===== src/rtl/alu_seq_if.sv =====
// alu_seq_if: operand, handshake and result bundle between operand fetch, the ALU and writeback.
interface alu_seq_if #(parameter int DATA_WIDTH = 8);
  logic                          in_valid;
  logic                          in_ready;
  logic [4:0]                    func_in;
  logic [DATA_WIDTH-1:0]         w_in;
  logic [DATA_WIDTH-1:0]         f_in;
  logic [DATA_WIDTH-1:0]         l_in;
  logic [$clog2(DATA_WIDTH)-1:0] bit_sel;
  logic                          status_wr_en;
  logic [2:0]                    status_wr_data;
  logic                          out_valid;
  logic [DATA_WIDTH-1:0]         result_out;
  logic [DATA_WIDTH-1:0]         result_hi_out;
  logic [2:0]                    status_out;
  logic                          busy;
  modport master (
    output in_valid, func_in, w_in, f_in, l_in, bit_sel, status_wr_en, status_wr_data,
    input  in_ready, out_valid, result_out, result_hi_out, status_out, busy
  );
  modport slave (
    input  in_valid, func_in, w_in, f_in, l_in, bit_sel, status_wr_en, status_wr_data,
    output in_ready, out_valid, result_out, result_hi_out, status_out, busy
  );
endinterface


===== src/rtl/alu_seq.sv =====
// alu_seq: registered PIC16C5x-style ALU owning STATUS {Z,DC,C}, with an optional
// iterative shift-add multiplier behind the valid/ready handshake.
module alu_seq #(
  parameter int DATA_WIDTH = 8,
  parameter bit ENABLE_MUL = 1'b1
) (
  input logic      clk,
  input logic      rst_n,
  alu_seq_if.slave bus
);
  localparam int DW = DATA_WIDTH;
  localparam int H  = DW / 2;
  localparam int CW = $clog2(DW) + 1;
  localparam logic [4:0] ADD = 5'd0, SUB = 5'd1, AND = 5'd2, COM = 5'd3, DEC = 5'd4,
                         INC = 5'd5, IOR = 5'd6, RLF = 5'd7, RRF = 5'd8, SWAP = 5'd9,
                         XOR = 5'd10, BCF = 5'd11, BSF = 5'd12, MOVF = 5'd13, CLR = 5'd14,
                         MUL = 5'd15, ANDLW = 5'd16, IORLW = 5'd17, XORLW = 5'd18;
  logic              r_busy, r_out_valid;
  logic [DW-1:0]     r_result, r_result_hi, r_mcand;
  logic [2:0]        r_status;
  logic [2*DW-1:0]   r_p;
  logic [CW-1:0]     r_cnt;
  logic              w_accept, w_is_mul, w_mul_done, w_zu, w_dc, w_c;
  logic [DW-1:0]     w_res, w_f, w_w, w_mask;
  logic [DW:0]       w_sum, w_diff, w_step;
  logic [H:0]        w_hsum;
  logic [2*DW-1:0]   w_prod;
  logic [2:0]        w_flags;
  assign w_accept   = bus.in_valid && !r_busy;
  assign w_is_mul   = ENABLE_MUL && bus.func_in == MUL;
  assign w_mul_done = r_busy && r_cnt == CW'(1);
  // One shift-add step: add multiplicand into the high half when the current multiplier bit is set.
  assign w_step = {1'b0, r_p[2*DW-1:DW]} + (r_p[0] ? {1'b0, r_mcand} : '0);
  assign w_prod = {w_step, r_p[DW-1:1]};
  assign bus.in_ready      = !r_busy;
  assign bus.busy          = r_busy;
  assign bus.out_valid     = r_out_valid;
  assign bus.result_out    = r_result;
  assign bus.result_hi_out = r_result_hi;
  assign bus.status_out    = r_status;
  always_comb begin
    w_f    = bus.f_in;
    w_w    = bus.w_in;
    w_sum  = {1'b0, w_f} + {1'b0, w_w};
    w_diff = {1'b0, w_f} - {1'b0, w_w};
    w_hsum = {1'b0, w_f[H-1:0]} + {1'b0, w_w[H-1:0]};
    w_mask = (32'(bus.bit_sel) < DW) ? (DW'(1) << bus.bit_sel) : '0;
    w_res  = '0;
    w_zu   = 1'b1;
    w_dc   = r_status[1];
    w_c    = r_status[0];
    case (bus.func_in)
      ADD:   begin w_res = w_sum[DW-1:0]; w_dc = w_hsum[H]; w_c = w_sum[DW]; end
      SUB:   begin w_res = w_diff[DW-1:0]; w_dc = w_f[H-1:0] >= w_w[H-1:0]; w_c = !w_diff[DW]; end
      AND:   w_res = w_f & w_w;
      COM:   w_res = ~w_f;
      DEC:   w_res = w_f - DW'(1);
      INC:   w_res = w_f + DW'(1);
      IOR:   w_res = w_f | w_w;
      RLF:   begin w_res = {w_f[DW-2:0], r_status[0]}; w_c = w_f[DW-1]; w_zu = 1'b0; end
      RRF:   begin w_res = {r_status[0], w_f[DW-1:1]}; w_c = w_f[0]; w_zu = 1'b0; end
      SWAP:  begin w_res = {w_f[H-1:0], w_f[DW-1:H]}; w_zu = 1'b0; end
      XOR:   w_res = w_f ^ w_w;
      BCF:   begin w_res = w_f & ~w_mask; w_zu = 1'b0; end
      BSF:   begin w_res = w_f | w_mask; w_zu = 1'b0; end
      MOVF:  w_res = w_f;
      CLR:   w_res = '0;
      ANDLW: w_res = w_w & bus.l_in;
      IORLW: w_res = w_w | bus.l_in;
      XORLW: w_res = w_w ^ bus.l_in;
      default: w_zu = 1'b0;
    endcase
    w_flags = {w_zu ? (w_res == '0) : r_status[2], w_dc, w_c};
  end
  always_ff @(posedge clk or negedge rst_n) begin
    if (!rst_n) begin
      r_busy      <= 1'b0;
      r_out_valid <= 1'b0;
      r_result    <= '0;
      r_result_hi <= '0;
      r_status    <= '0;
      r_mcand     <= '0;
      r_p         <= '0;
      r_cnt       <= '0;
    end else begin
      r_out_valid <= 1'b0;
      if (w_accept && w_is_mul) begin
        r_busy  <= 1'b1;
        r_cnt   <= CW'(DW);
        r_p     <= {{DW{1'b0}}, bus.f_in};
        r_mcand <= bus.w_in;
      end else if (w_accept) begin
        r_out_valid <= 1'b1;
        r_result    <= w_res;
        r_result_hi <= '0;
      end
      if (r_busy) begin
        r_p   <= w_prod;
        r_cnt <= r_cnt - CW'(1);
      end
      if (w_mul_done) begin
        r_busy      <= 1'b0;
        r_out_valid <= 1'b1;
        r_result    <= w_prod[DW-1:0];
        r_result_hi <= w_prod[2*DW-1:DW];
      end
      // A direct STATUS write overrides any flag update completing on the same edge.
      r_status <= bus.status_wr_en ? bus.status_wr_data :
                  w_mul_done ? {w_prod == '0, r_status[1:0]} :
                  (w_accept && !w_is_mul) ? w_flags : r_status;
    end
  end
endmodule


===== src/flat_wrapper.sv =====
// flat-port wrapper written by rule: the top's interface ports become plain ports
module alu_seq_flat 
#(
  parameter int DATA_WIDTH = 8,
  parameter bit ENABLE_MUL = 1'b1
)
  (clk, rst_n, bus_in_valid, bus_func_in, bus_w_in, bus_f_in, bus_l_in, bus_bit_sel, bus_status_wr_en, bus_status_wr_data, bus_in_ready, bus_out_valid, bus_result_out, bus_result_hi_out, bus_status_out, bus_busy);
  alu_seq_if #(.DATA_WIDTH(DATA_WIDTH)) bus_i ();
  input logic clk;
  input logic rst_n;
  input wire logic [$bits(bus_i.in_valid)-1:0] bus_in_valid;
  input wire logic [$bits(bus_i.func_in)-1:0] bus_func_in;
  input wire logic [$bits(bus_i.w_in)-1:0] bus_w_in;
  input wire logic [$bits(bus_i.f_in)-1:0] bus_f_in;
  input wire logic [$bits(bus_i.l_in)-1:0] bus_l_in;
  input wire logic [$bits(bus_i.bit_sel)-1:0] bus_bit_sel;
  input wire logic [$bits(bus_i.status_wr_en)-1:0] bus_status_wr_en;
  input wire logic [$bits(bus_i.status_wr_data)-1:0] bus_status_wr_data;
  output wire logic [$bits(bus_i.in_ready)-1:0] bus_in_ready;
  output wire logic [$bits(bus_i.out_valid)-1:0] bus_out_valid;
  output wire logic [$bits(bus_i.result_out)-1:0] bus_result_out;
  output wire logic [$bits(bus_i.result_hi_out)-1:0] bus_result_hi_out;
  output wire logic [$bits(bus_i.status_out)-1:0] bus_status_out;
  output wire logic [$bits(bus_i.busy)-1:0] bus_busy;
  assign bus_i.in_valid = bus_in_valid;
  assign bus_i.func_in = bus_func_in;
  assign bus_i.w_in = bus_w_in;
  assign bus_i.f_in = bus_f_in;
  assign bus_i.l_in = bus_l_in;
  assign bus_i.bit_sel = bus_bit_sel;
  assign bus_i.status_wr_en = bus_status_wr_en;
  assign bus_i.status_wr_data = bus_status_wr_data;
  assign bus_in_ready = bus_i.in_ready;
  assign bus_out_valid = bus_i.out_valid;
  assign bus_result_out = bus_i.result_out;
  assign bus_result_hi_out = bus_i.result_hi_out;
  assign bus_status_out = bus_i.status_out;
  assign bus_busy = bus_i.busy;
  alu_seq #(.DATA_WIDTH(DATA_WIDTH), .ENABLE_MUL(ENABLE_MUL)) u_core (.clk(clk), .rst_n(rst_n), .bus(bus_i));
endmodule

===== config.mk =====
export PLATFORM = sky130hd
export DESIGN_NAME = alu_seq_flat
export DESIGN_NICKNAME = d
export VERILOG_FILES = /design/src/rtl/alu_seq_if.sv /design/src/rtl/alu_seq.sv /design/src/flat_wrapper.sv
export SDC_FILE = /design/constraint.sdc
export NUM_CORES = 1
export LEC_CHECK = 0
export CAP_MARGIN = 25
export CORE_MARGIN = 1.5
export CORE_UTILIZATION = 40
export CTS_BUF_LIST = sky130_fd_sc_hd__clkbuf_2
export CTS_CLUSTER_DIAMETER = 150
export DETAILED_ROUTE_END_ITERATION = 10
export GPL_ROUTABILITY_DRIVEN = 1
export GPL_TIMING_DRIVEN = 0
export PLACE_DENSITY = 0.71
export SETUP_SLACK_MARGIN = 0.4
export SYNTH_ARGS = -nofsm -noshare
export SYNTH_HDL_FRONTEND = slang
export SYNTH_SLANG_ARGS = --single-unit
export TNS_END_PERCENT = 10

===== constraint.sdc =====
create_clock -name clk -period 5.2 [get_ports clk]
set_clock_uncertainty 0.1 [all_clocks]
set_input_delay 1.04 -clock clk [delete_from_list [all_inputs] [get_ports clk]]
set_output_delay 1.04 -clock clk [all_outputs]
set_load 0.005 [all_outputs]

# Yosys cells after proc, flatten, opt, wreduce, memory -nomap -nowiden
# Index checks and enable logic that the tools add are counted.
[word_totals]
register_bits = 49
output_inout_bits = 22
word_cells = 97
[op_classes]
add_sub_neg = 7
n_lt_le_gt_ge = 1
n_eq_ne = 21
shift = 1
n_mux = 24
bitwise = 10
n_reduce_logical = 23
[op_table]
columns = ["cell", "count"]
rows = [
  ["8-bit case mux with 17 select lines", 1],
  ["8-bit two-way mux", 7],
  ["5-bit by 4-bit equality test with 1-bit output (second input constant)", 8],
  ["16-bit two-way mux", 2],
  ["8-bit AND", 3],
  ["8-bit OR", 3],
  ["5-bit by 3-bit equality test with 1-bit output (second input constant)", 4],
  ["16-bit zero test", 1],
  ["8-bit inverter", 2],
  ["8-bit XOR", 2],
  ["5-bit equality test (second input constant)", 3],
  ["13-bit OR reduction", 1],
  ["5-bit by 2-bit equality test with 1-bit output (second input constant)", 2],
  ["8-bit by 8-bit adder with 9-bit output", 1],
  ["8-bit by 9-bit adder with 9-bit output", 1],
  ["3-bit two-way mux", 3],
  ["3-bit nonzero test", 3],
  ["8-bit by 8-bit subtractor with 9-bit output", 1],
  ["8-bit by 1-bit adder with 8-bit output (second input constant)", 1],
  ["8-bit zero test", 1],
  ["4-bit two-way mux", 2],
  ["2-bit nonzero test", 4],
  ["1-bit by 3-bit << shifter with 8-bit output (first input constant)", 1],
  ["8-bit by 1-bit subtractor with 8-bit output (second input constant)", 1],
  ["other kinds (16)", 29],
]

# Depth between registers and ports, before layout
# Gate-level depths: netlist of the first run.
[logic_depth]
depth_word = 9
depth_mapped = 13
ltp_nobuf = 12

# Least setup slack after synthesis of the first run
# OpenSTA, ideal clock, no wires.
[synth_path]
path_kind = "input-to-reg"
from = "input bus_func_in[4]"
to = "register u_core.r_status[2], in the netlist u_core.bus.status_out[2]"
setup_time_ns = 0.066
t_arrival_ns = 3.638
required_ns = 5.034
path_slack_ns = 1.396
stages = 12
cell_sequence = "buf_2 > nor3_1 > nand3_1 > ha_1 > a211oi_1 > o21bai_1 > a21oi_1 > xor2_1 > o22ai_1 > or3b_1 > and4b_1 > a31o_1"
[synth_between]
elab_chain_len = 7
elab_cells_between_ends = 32
classes_between = "eq/ne (18); mux (6); reduce/logical (8)"
[synth_rtl]
columns = ["item", "line", "text"]
rows = [
  ["start: declaration", "flat_wrapper.sv:12", "input wire logic [$bits(bus_i.func_in)-1:0] bus_func_in;"],
  ["5-bit equality test (tied with other cells)", "alu_seq.sv:52", "case (bus.func_in)"],
  ["8-bit case mux with 17 select lines", "alu_seq.sv:52", ""],
  ["8-bit zero test", "alu_seq.sv:73", "w_flags = {w_zu ? (w_res == '0) : r_status[2], w_dc, w_c};"],
  ["1-bit two-way mux", "alu_seq.sv:73", ""],
  ["3-bit two-way mux", "alu_seq.sv:110", "(w_accept && !w_is_mul) ? w_flags : r_status;"],
  ["3-bit two-way mux", "alu_seq.sv:109", "w_mul_done ? {w_prod == '0, r_status[1:0]} :"],
  ["3-bit two-way mux", "alu_seq.sv:108", "r_status <= bus.status_wr_en ? bus.status_wr_data :"],
  ["end signal: assignment", "alu_seq.sv:108", ""],
  ["end: declaration", "alu_seq.sv:20", "logic [2:0] r_status;"],
]
# Parallel ways exist; a longest one is shown, timed or not. The select of a mux whose other input is x is not followed.
# A chain may end at the register's enable or synchronous reset.

# Final worst setup path of the first run
[layout_path]
from = "input bus_f_in[0]"
to = "register u_core.r_status[2], in the netlist u_core.bus.status_out[2]"
[layout_between]
elab_chain_len = 7
elab_cells_between_ends = 16
classes_between = "add/sub (4); mux (5); bitwise (6); reduce/logical (1)"
[layout_rtl]
columns = ["item", "line", "text"]
rows = [
  ["start: declaration", "flat_wrapper.sv:14", "input wire logic [$bits(bus_i.f_in)-1:0] bus_f_in;"],
  ["8-bit by 1-bit adder with 8-bit output (tied with other cells)", "alu_seq.sv:58", "INC: w_res = w_f + DW'(1);"],
  ["8-bit case mux with 17 select lines *", "alu_seq.sv:52", ""],
  ["8-bit zero test *", "alu_seq.sv:73", ""],
  ["1-bit two-way mux *", "alu_seq.sv:73", ""],
  ["3-bit two-way mux *", "alu_seq.sv:110", ""],
  ["3-bit two-way mux *", "alu_seq.sv:109", ""],
  ["3-bit two-way mux *", "alu_seq.sv:108", ""],
]
# Mark *: on every way between the ends. The rest lies on a longest branch, timed or not. The select of a mux whose other input is x is not followed.

==> impl_metrics.yaml, run 1 <==
clocking:
  cts_setup_buffers: 0
  clock-sinks: 49
  clkTransAtPathRegs_ps: 290
  cts-resized-gates: 0
  clock_latency_ps: 440
  cts_buffer_depth: 2
  numCtsBuffers: 5
  postCtsHoldBufs: 0
  ctsRootBufferMaster: "clkbuf_2"
  h-tree-depth: 2
  cts_tree: "done"
detailed_routing:
  ant_nets: 0
  firstDrtPassIters: 5
  drc_errors: 0
  vias_per_cell: 6.24
  wl_um: 16300
  wl_per_cell_um: 20.5
  drt_iter0_drc: 468
  num_vias: 4975
yosys:
  synthesis.area_um2: 4740
  synth-xor-area-share: 0.0443
  synth_top_family_by_area: "simple AND/OR/NAND/NOR gates"
  yosys.area.top_type_share: 0.259
  syn_nets: 661
  ys_seq_elements: 49
  yosys.area.top_type: "dfrtp_1"
  yosys_warnings: 0
  synth_compound_area_frac: 0.239
  synth.most_common_cell: "nand2_1"
  synthFlopType: "dfrtp_1"
  netlist_instances: 586
  synthArstFlopShare: 1.00
  yosys.area_share.adder: 0.103
  synthMuxAreaShare: 0.0435
  synthTopCellsByArea: "dfrtp_1, ha_1, nand2_1"
  synth.avg_cell_area_um2: 8.09
  synth_edf_count: 0
  ys_types: 75
  yosys.area_share.simple: 0.253
  synthTopCellsByCount: "nand2_1, dfrtp_1, nor2_1"
  seq_area_frac_synth: 0.259
timing:
  drv_slew: 0
  fin_tns_setup_ps: 0
  slew_headroom: 0.500
  max_freq_mhz: 227
  worst_pin_slew_ps: 745
  min_period_ps: 4410
  rsz0062_at_grt: "no"
  hold_viol_final: 0
  setup_slack_ps: 787
  min_period_over_period: 0.849
  setup_viol: 0
placed_design:
  port_buffers: 59
  gp_congestion: 1.06
  pre_cts_ws_ps: 167
  dp_cells: 789
  dp_hpwl_um: 13000
cells_and_area:
  drive_gt1_frac: 0.0703
  area_growth_pct: 17.7
  fin_cells: 797
  fillCellCount: 1106
  antennaDiodeCount: 0
  nets: 728
  fin_util: 0.487
global_route:
  grt_use_total: 0.262
  grt_start_max_net_pins: 35
  overflow: 0
  grt_pass1_wl_um: 26000
  antenna_found_initial: 0
  grt_pass1_vias: 4917
floorplanning:
  row_count: 39
  top_level_ports: 61
  die-area_um2: 12500
  fp.coreArea_um2: 11500
  initial_core_util: 0.414
  die_h_um: 112
  chipWidth_um: 112
setup_path:
  crit_chain: "clkdlybuf4s50_1 -> clkbuf_1 -> inv_1 -> ha_1 -> fa_1 -> o21ai_0 -> o22ai_1 -> nor2_1 -> o22ai_1 -> nor4_1 -> and4b_1 -> a31o_1"
  worstPathArrival_ps: 4720
  worstPathRequired_ps: 5510
  slowest_stage: "clkdlybuf4s50_1"
  reg2reg_depth: 10
  critPathKind: "input pin to register"
  start_kind: "input pin"
  worstSetupEndpointType: "register"
  cpPeakStageDelay_ps: 560
  path_common_cell: "o22ai_1"
  cp_max_fo: 10
power_and_ir_drop:
  sw_frac_of_total: 0.435
  power_mw: 1.64
  internal-power_mw: 0.928
  p_comb_frac: 0.521
  powerDensity_nw_per_um2: 294
  clock_power_share: 0.102
  ir_worst_vdd_uv: 221
  p_seq_frac: 0.377
  p_switching_mw: 0.715
  p_leak_nw: 2.31
run_status:
  outcome: "complete, no violations"
run:
  max_cap_viol_count: 0
min_path:
  hold_path_class: "input pin to asynchronous set/reset pin"
[flip-flops by register name, summed over array words and instances, names as in the netlist]
signal	count
u_core.r_p	16
u_core.bus.result_hi_out	8
u_core.bus.result_out	8
u_core.r_mcand	8
u_core.r_cnt	4
u_core.bus.status_out	3
u_core.bus.busy	1
u_core.bus.out_valid	1
[routing by layer]
metal | part of all wire | GRT usage | wire [um]
met5 | 0 | 0 | 0
met2 | 0.49 | 0.454 | 7950
met4 | 0.033 | 0.101 | 541
met3 | 0.069 | 0.0332 | 1120
met1 | 0.41 | 0.332 | 6700
[final cells by class]
cell class                 count  area (um2)  area share
timing repair buffer          60         606       0.108
clock inverter                 3        26.3     0.00471
tap                          143         179      0.0320
inverter                      20        75.1      0.0134
buffer                        39         200      0.0359
multi-input combinational    478        3250       0.581
clock buffer                   5        25.0     0.00448
sequential                    49        1230       0.220
[path summary, 6_finish.rpt]
check | endpoint | slack, ps | from
hold / removal | u_core.r_p[0] | 360 | rst_n
setup / recovery | u_core.bus.status_out[2] | 790 | bus_f_in[0]
setup reg to reg | u_core.bus.status_out[2] | 2010 | u_core.r_p[0]
hold reg to reg | u_core.r_mcand[7] | 410 | u_core.r_mcand[7]
min in group clk | u_core.r_mcand[7] | 410 | u_core.r_mcand[7]
max in group asynchronous | u_core.bus.result_hi_out[3] | 4130 | rst_n
[power by group through the flow]
stage / clock network (mW) / registers (mW) / logic, mW
after floorplan: 0 / 0.600 / 0.524
after global placement: 0 / 0.620 / 0.820
after detailed placement: 0 / 0.627 / 0.848
after CTS: 0.172 / 0.618 / 0.851
after global routing: 0.185 / 0.635 / 0.949
final: 0.167 / 0.620 / 0.856
[worst max-delay path: cells and delay by family]
kind            cells  cell delay, ps
buf+inv             3            1350
compound gates      4             870
simple gates        3             760
fa+ha+maj           2             700
[metrics by stage]
stage / hold WS [ps] / cell area (um2)
floorplan: 342 / 4740
global placement: 356 / 5510
detailed placement: 363 / 5530
CTS: 349 / 5580
global route: 342 / 5580
finish: 358 / 5580
[cell families (layout without fill, tap and decap cells)]
kind of cell | after synthesis | in the layout
muxes | 20 | 20
adders and majority gates | 37 | 37
buffers and inverters | 59 | 127
AOI/OAI and AO/OA | 165 | 165
xor gates and xnor gates | 24 | 24
DFF | 49 | 49
and+or+nand+nor | 232 | 232
[placed cells by master (no fill, tap or decap), drive strengths merged, types with 4 or more instances in the layout]
master / synthesis / layout
nor4: 9 / 9
or3: 4 / 4
xor2: 7 / 7
o31ai: 4 / 4
a211oi: 4 / 4
xnor2: 17 / 17
mux2: 5 / 5
o21ai: 34 / 34
nand2: 60 / 60
and2: 12 / 12
nand3: 21 / 21
mux2i: 15 / 15
a22o: 9 / 9
o22ai: 22 / 22
clkbuf: 21 / 26
nand3b: 5 / 5
fa: 4 / 4
inv: 20 / 21
ha: 32 / 32
buf: 18 / 20
nor2: 49 / 49
nor2b: 11 / 11
nand4: 4 / 4
dfrtp: 49 / 49
a221oi: 9 / 9
and3: 5 / 5
clkdlybuf4s50: 0 / 58
a21oi: 28 / 28
nor3: 30 / 30
nor3b: 6 / 6
a32oi: 4 / 4
a22oi: 11 / 11
a21o: 4 / 4
Power figures use the tool's default switching activity.
==> inputs of run 2 (changes only) <==
==> constraint.sdc (replaced) <==
create_clock -name clk -period 4.6 [get_ports clk]
set_clock_uncertainty 0.1 [all_clocks]
set_input_delay 0.92 -clock clk [delete_from_list [all_inputs] [get_ports clk]]
set_output_delay 0.92 -clock clk [all_outputs]
set_load 0.005 [all_outputs]
==> run 2 against run 1 <==
Count of clock-buffer cells in the layout unchanged. Core utilization increased by 0.055 points. Sequential power increased by 13%. Hold slack got worse by 120 ps. Sequential cell count unchanged. Worst setup slack got worse by 360 ps. Cell area increased by 0.11%. First-iteration DRC count increased by 3.0%. Combinational power increased by 13%. Clock power increased by 13%. Largest cell class unchanged.
==> impl_metrics.yaml, run 2 (same netlist as run 1, synthesis figures left out) <==
cells_and_area:
  final_cell_mix: "nand2_1, clkdlybuf4s50_1, dfrtp_1, nor2_1, o21ai_0"
  antennaDiodeCount: 0
  stdcell_area_um2: 5590
  seqCellArea_um2: 1230
  area_growth_pct: 17.9
  nets: 728
  fillCellCount: 1106
  drive_gt1_frac: 0.0734
  largest_register_ffs: 16
  regMostFlops: "u_core.r_p"
  final_common_cell: "nand2_1"
  multi_input_area_um2: 3250
floorplanning:
  chipWidth_um: 112
  fp.coreArea_um2: 11500
  row_count: 39
  initial_core_util: 0.414
  die_h_um: 112
  top_level_ports: 61
  die-area_um2: 12500
global_route:
  grt_use_total: 0.262
  grt_start_max_net_pins: 35
  overflow: 0
  grt_pass1_vias: 4917
  grt_pass1_wl_um: 26000
  antenna_found_initial: 0
clocking:
  cts_tree: "done"
  clock_latency_ps: 440
  clkTransAtPathRegs_ps: 290
  clock-sinks: 49
  h-tree-depth: 2
  postCtsHoldBufs: 0
  ctsRootBufferMaster: "clkbuf_2"
  cts_buffer_depth: 2
  numCtsBuffers: 5
timing:
  setup_viol: 0
  hold_ws_ps: 237
  slew_headroom: 0.473
  min_period_ps: 4170
  drv_slew: 0
  max_freq_mhz: 240
  rsz0062_at_grt: "yes"
  worst_pin_slew_ps: 784
  min_period_over_period: 0.906
  hold_viol_final: 0
placed_design:
  gp_congestion: 1.06
  dp_hpwl_um: 13000
  placed_area_um2: 5530
  port_buffers: 59
setup_path:
  worstPathArrival_ps: 4480
  critPathKind: "input pin to register"
  cp_max_fo: 10
  start_kind: "input pin"
  worstPathRequired_ps: 4910
  worstSetupEndpointType: "register"
power_and_ir_drop:
  p_leak_nw: 2.32
  ir_worst_vdd_uv: 250
  powerDensity_nw_per_um2: 332
detailed_routing:
  wl_um: 16200
  num_vias: 4955
  wl_per_cell_um: 20.4
  ant_nets: 0
  drt_iter0_drc: 482
  firstDrtPassIters: 5
  vias_per_cell: 6.22
  drc_errors: 0
run:
  max_cap_viol_count: 0
run_status:
  outcome: "complete, no violations"
min_path:
  hold_path_class: "input pin to asynchronous set/reset pin"
[run 2: changes by cell type in the layout (fill, tap and decap cells not counted)]
cell / delta
clkbuf_1: -1
clkbuf_2: +1
nand3_1: -1
nand3_2: +1
[run 2: worst paths after layout]
path / endpoint / slack (ps) / start / depth (start not counted)
setup / recovery: u_core.bus.status_out[2] / 430 / bus_func_in[1] / 13
hold / removal: u_core.r_p[0] / 240 / rst_n / 1
setup reg to reg: u_core.bus.status_out[2] / 1410 / u_core.r_p[0] / 10
hold reg to reg: u_core.r_mcand[7] / 410 / u_core.r_mcand[7] / 2
max in group asynchronous: u_core.bus.result_hi_out[3] / 3650 / rst_n / 2
min in group clk: u_core.r_mcand[7] / 410 / u_core.r_mcand[7] / 2
[run 2: what timing repair did]
item / in CTS / in global routing
pin swaps: 0 / 0
setup buffers: 0 / 0
resized for setup: 2 / 2
setup endpoints to repair: 3 / 4
hold endpoints to repair: 0 / 0
[run 2: cell type report]
cell class                 count  share of cell area
clock inverter                 3             0.00470
sequential                    49               0.219
clock buffer                   5             0.00448
tap                          143              0.0320
timing repair buffer          60               0.108
buffer                        39              0.0360
multi-input combinational    478               0.582
inverter                      20              0.0134
[run 2: routing by layer]
layer,part of all wire,wire (um),GRT usage
met3,0.071,1160,0.0332
met4,0.032,522,0.101
met5,0,0,0
met1,0.41,6600,0.332
met2,0.49,7950,0.454
[run 2: power breakdown]
part / internal [mW] / leakage [nW] / switching [mW] / total (mW)
registers: 0.579 / 0.611 / 0.120 / 0.700
clock network: 0.0409 / 0.0271 / 0.147 / 0.188
logic: 0.429 / 1.68 / 0.539 / 0.968
[run 2: worst max-delay path, stage by stage]
cell and delay (ps):
clkdlybuf4s50_1 540, buf_4 240, nor3_2 360, nand3_2 250, ha_1 390, o21ai_0 250, o21bai_1 110, a21oi_1 220
xor2_1 220, o22ai_1 100, or3b_1 430, and4b_1 290, a31o_1 150
[run 2: through the flow]
stage	TNS [ps]	worst slack, ps	cells	util	total power [mW]
2_1_floorplan	0	916	586	-	1.27
3_3_place_gp	-586	-265	788	0.481	1.63
3_5_place_dp	-708	-313	789	0.482	1.67
4_1_cts	0	412	797	0.487	1.86
5_1_grt	0	249	797	0.488	2.00
6_report	0	430	797	0.488	1.86
==> inputs of run 3 (changes only) <==
--- a/config.mk
+++ b/config.mk
@@ -5,6 +5,7 @@
 export SDC_FILE = /design/constraint.sdc
 export NUM_CORES = 1
 export LEC_CHECK = 0
+export ABC_CLOCK_PERIOD_IN_PS = 4600
 export CAP_MARGIN = 25
 export CORE_MARGIN = 1.5
 export CORE_UTILIZATION = 40
==> results of run 3 <==
The final DEF is identical to that of run 2; final timing and power are the same.
